## src/rtl/pc_update.sv

```systemverilog
// Y86-64 program counter register with combinational next-PC selection and sticky halt.
// Optional macro PC_UPDATE_ICODE_CHECK_EN: treats icode 0xC-0xF as invalid and adds the invalid port.
module pc_update #(
    parameter int                  PC_WIDTH = 64,
    parameter logic [PC_WIDTH-1:0] RESET_PC = '0
) (
    output logic [PC_WIDTH-1:0] PC,
    input  logic [3:0]          icode,
    input  logic                cnd,
    input  logic [PC_WIDTH-1:0] valC,
    input  logic [PC_WIDTH-1:0] valM,
    input  logic [PC_WIDTH-1:0] valP,
    input  logic                clk,
    input  logic                rst_n,
    input  logic                stall,
    output logic [PC_WIDTH-1:0] next_pc,
    output logic                halted
`ifdef PC_UPDATE_ICODE_CHECK_EN
    ,
    output logic                invalid
`endif
);

    localparam logic [3:0] ICODE_HALT = 4'h0;
    localparam logic [3:0] ICODE_JXX  = 4'h7;
    localparam logic [3:0] ICODE_CALL = 4'h8;
    localparam logic [3:0] ICODE_RET  = 4'h9;

    logic [PC_WIDTH-1:0] r_pc;
    logic                r_halted;
    logic                w_invalid;
    logic                w_stop;

`ifdef PC_UPDATE_ICODE_CHECK_EN
    assign w_invalid = icode[3] & icode[2];
    assign invalid   = w_invalid;
`else
    assign w_invalid = 1'b0;
`endif

    // Both halt and an invalid opcode freeze the PC and latch the sticky halt flag.
    assign w_stop = (icode == ICODE_HALT) || w_invalid;

    // NOTE: every always_comb output gets a default first so no path can infer a latch.
    always_comb begin
        next_pc = valP;
        if (w_invalid) begin
            next_pc = r_pc;
        end else begin
            case (icode)
                ICODE_CALL: next_pc = valC;
                ICODE_JXX:  next_pc = cnd ? valC : valP;
                ICODE_RET:  next_pc = valM;
                default:    next_pc = valP;
            endcase
        end
    end

    // NOTE: sequential state uses non-blocking assignments so all registers see pre-edge values.
    always_ff @(posedge clk or negedge rst_n) begin
        if (!rst_n) begin
            r_pc     <= RESET_PC;
            r_halted <= 1'b0;
        end else if (!r_halted) begin
            if (w_stop) begin
                r_halted <= 1'b1;
            end else if (!stall) begin
                r_pc <= next_pc;
            end
        end
    end

    assign PC     = r_pc;
    assign halted = r_halted;

endmodule

```

## config.mk

```make
export PLATFORM = sky130hd
export DESIGN_NAME = pc_update
export DESIGN_NICKNAME = d
export VERILOG_FILES = /design/src/rtl/pc_update.sv
export SDC_FILE = /design/constraint.sdc
export NUM_CORES = 1
export LEC_CHECK = 0
export ABC_AREA = 1
export CAP_MARGIN = 20
export CORE_MARGIN = 4
export CORE_UTILIZATION = 34
export CTS_CLUSTER_DIAMETER = 80
export CTS_CLUSTER_SIZE = 40
export DETAILED_ROUTE_END_ITERATION = 7
export GPL_TIMING_DRIVEN = 0
export PLACE_DENSITY = 0.79
export SYNTH_ARGS = -nofsm -noshare
export SYNTH_HDL_FRONTEND = slang
export SYNTH_SLANG_ARGS = --single-unit
```

## constraint.sdc

```tcl
create_clock -name clk -period 1.1 [get_ports clk]
set_clock_uncertainty 0.05 [all_clocks]
set_input_delay 0.22 -clock clk [delete_from_list [all_inputs] [get_ports clk]]
set_output_delay 0.22 -clock clk [all_outputs]
set_load 0.005 [all_outputs]
```

==> key figures <==
Run status
  – Run status: finished, violations left
  – Violations in the final reports: hold timing, setup timing

Yosys
  – Number of unique standard cell types used by synthesis: 17
  – Largest family of logic cells by synthesized area: simple AND/OR/NAND/NOR gates
  – Net Count, Synth: between 1000 and 1500
  – Simple-Gate Fraction of Synth Area: roughly three fifths
  – Multiplexer area fraction after synthesis: 0%
  – Number of warnings reported in the yosys synthesis log: 0
  – Most numerous cell in the Yosys netlist: nand2_1
  – Biggest area consumer among synthesized cells: nand2_1
  – Share of synthesized cell area in full adder, half adder and majority cells: 0%
  – Synth cell count leaders: nand2_1 (450), nand3_1 (193), dfrtp_1 (65)
  – Post-synthesis sequential area ratio: a little under a third
  – Synthesized area: between 5000 and 6000 sq um
  – Top cell type's share of synthesized area: roughly 32%
  – Async S/R FF share, synth: 100%
  – Register bit total from synthesis: 65
  – Post-synthesis compound-gate area fraction: 0%
  – Per-instance average area after synthesis: between 6 and 7 sq um
  – Synthesized-area fraction occupied by xor and xnor cells: 0%
  – Top post-synthesis cells by area: nand2_1 (32%), dfrtp_1 (31%), nand3_1 (18%)
  – Number of synthesized flops with an enable pin: 0
  – Number of cells produced by synthesis: 860
  – Prevailing post-synth register cell: dfrtp_1

Floorplan
  – Starting density of the core: 34.6%
  – Number of core rows: 45
  – Area of the die: between 15000 and 20000 sq um
  – Die Wd: 132 um
  – Placeable Area: between 15000 and 20000 sq um
  – Chip height: 132 um
  – Top-level port count: 329

Min path
  – Type of the worst min-delay path: input port to asynchronous set/reset pin

Timing
  – Max-slew violation total from the final report: 0
  – Number of hold violations in the final report: 34
  – Hold slack final: -39.9 ps
  – Transition at the pin with the smallest max-transition slack: 936 ps
  – Rel. slew slack: roughly 38%
  – RSZ-0062 raised after global routing: true
  – Highest clock rate: roughly 600 MHz
  – Accumulated negative setup slack: -52650 ps
  – Worst Setup Slack, final: -586 ps
  – Setup violators final: ~180
  – Min cycle time layout: 1690 ps
  – Period Utilization, post-route: 153%

Clock network
  – Clock slew at the register clock pins of the worst setup and hold paths: around 60 ps
  – CTS buffer count: 9
  – Root buffer selected by CTS: clkbuf_16
  – Clock tree from TritonCTS: done
  – Later-pin clock latency in the skew report: about 350 ps
  – Bufs on Longest Clock Path: 2
  – CTS H-Tree Depth: 3
  – # clock sinks: 65

GRT
  – Global-route total usage across every layer: 34.3%
  – Aggregate global routing overflow: 0
  – Via count of the first global-routing pass: approximately 8600
  – Wire length of the first global-routing pass: 47600 um
  – Pin count of the biggest net entering global routing: 66
  – Antenna violations before repair: 0

Route
  – Total detailed-routing wirelength: 36200 um
  – Average wire per standard cell: between 20 and 25 um
  – Detailed-routing iteration count for the pre-antenna-repair pass: 6
  – Total via count in the routed design: about 9400
  – Count of unresolved DRC violations after routing: 0
  – Iteration-0 DRC Markers: 912
  – Average via count per standard cell: 5.85
  – Number of nets still failing antenna checks after routing: 0

Power and ir drop
  – Cell internal pwr: 5980 uW
  – Flop pwr share: about 27%
  – Net Sw Power: 2770 uW
  – Portion of total power attributed to combinational logic: 41.5%
  – Switching power as a share of total power: about a third
  – Pwr dens: a little under 700 nW/um^2
  – Relative contribution of the clock network to total power: 31.2%
  – Standby leakage power: 0.00628 uW
  – Maximum resistive drop on vdd: just under 0.0007 V
  – Final Power: slightly below 9000 uW

Job
  – Max Cap Viol: 0

Worst setup path
  – Largest fanout on the critical path: 5
  – Maximum single-stage delay on the critical path: approximately 200 ps
  – Required time at the worst-slack endpoint: 1280 ps
  – Critical path launch point type: input port
  – Element type at the critical path end: register
  – Most frequent cell on the critical path: buf_4
  – Worst path slowest cell: buf_4
  – Worst Setup Path Type: input port to register
  – Worst EP arrival: roughly 1900 ps
  – Worst-path cell chain: buf_12 -> inv_6 -> nor2_4 -> buf_12 -> buf_8 -> buf_8 -> nand3_2 -> nand4_1 -> buf_4 -> buf_4 -> buf_4 -> buf_4 -> buf_4 -> nand2_2 -> nand2_2

Placement
  – Setup slack at placement: -1470 ps
  – GPL Wtd Cong: ~0.9
  – HPWL after DPL: just under 20000 um
  – Port buffer count: roughly 330

Cells and area
  – Final Core Density: between 80 and 90%
  – Growth of design area from synthesis to finish: 141%
  – Share of final-layout standard cells stronger than drive strength 1: around 47%
  – Final-stage net count: approximately 1600
==> cells in the final DEF, fill, tap and decap left out, types with 53 or more instances in the layout <==
cell | synthesis | routed
buf_2 | 46 | 69
clkbuf_2 | 0 | 53
clkdlybuf4s50_1 | 0 | 181
nand4_1 | 54 | 54
buf_4 | 11 | 149
nand3_1 | 193 | 77
nand2_2 | 2 | 72
dfrtp_1 | 65 | 65
buf_6 | 6 | 57
nand3_2 | 1 | 108
nand2_1 | 450 | 356
==> flip-flops by register name (all words and copies together) (netlist names) <==
name    count
PC         64
halted      1
==> path summary, 6_finish.rpt <==
path                          start      to  slack (ps)  cells past startpoint
min                           rst_n  PC[54]         -40                      1
min reg2reg                  PC[58]  PC[58]         430                      2
max                        icode[0]  PC[30]        -590                     15
max reg2reg                  halted  PC[27]        -430                      9
max in group asynchronous     rst_n  PC[13]         420                      1
min in group clk           icode[3]  halted         270                      5
==> cell families after synthesis <==
kind of cell,after synthesis
flops,65
buf+inv,79
simple gates,716
==> cell type report <==
cell class | instances | area [sq um]
repair buffers | 549 | 5140
multi-input cells | 716 | 4280
fillers | 837 | 2530
flip-flops and latches | 65 | 1630
plain buffers | 67 | 1000
clock buffers | 12 | 246
well taps | 188 | 235
inverters | 8 | 86.3
repair inverters | 2 | 27.5
clock inverters | 3 | 17.5
diodes | 1 | 2.50
==> stage by stage <==
step                instances  instance area [sq um]
finish                   1611                  12700
global route             1610                  12700
CTS                      1512                  11100
detailed placement       1376                   8980
global placement         1376                   8980
floorplan                 860                   5470
==> worst max-delay path, delay by kind of cell <==
family | cells | cell delay, ps
buffers and inverters | 10 | 1260
and+or+nand+nor | 5 | 380
==> repair_timing <==
action	CTS	global route
hold endpoints to repair	27	0
setup buffers	111	100
setup endpoints to repair	193	193
resized for setup	557	401
cloned	22	10
pin swaps	48	108
==> power by group through the flow <==
stage | registers, uW | clock network [uW] | logic [uW]
after floorplan | 2440 | 0 | 866
after global placement | 2440 | 0 | 2400
after detailed placement | 2430 | 0 | 2420
after CTS | 2390 | 2710 | 2980
after global routing | 2390 | 2830 | 3780
final | 2390 | 2730 | 3630
==> routing by layer <==
metal / up-vias / part of all wire, % / GRT usage (%)
met5: - / 0 / 0
met4: 0 / 7.2 / 17.8
met3: 245 / 9.3 / 6.53
met2: 810 / 49 / 58.5
met1: 4384 / 35 / 41.0
li1: 3991 / - / -
Power figures use the tool's default switching activity.
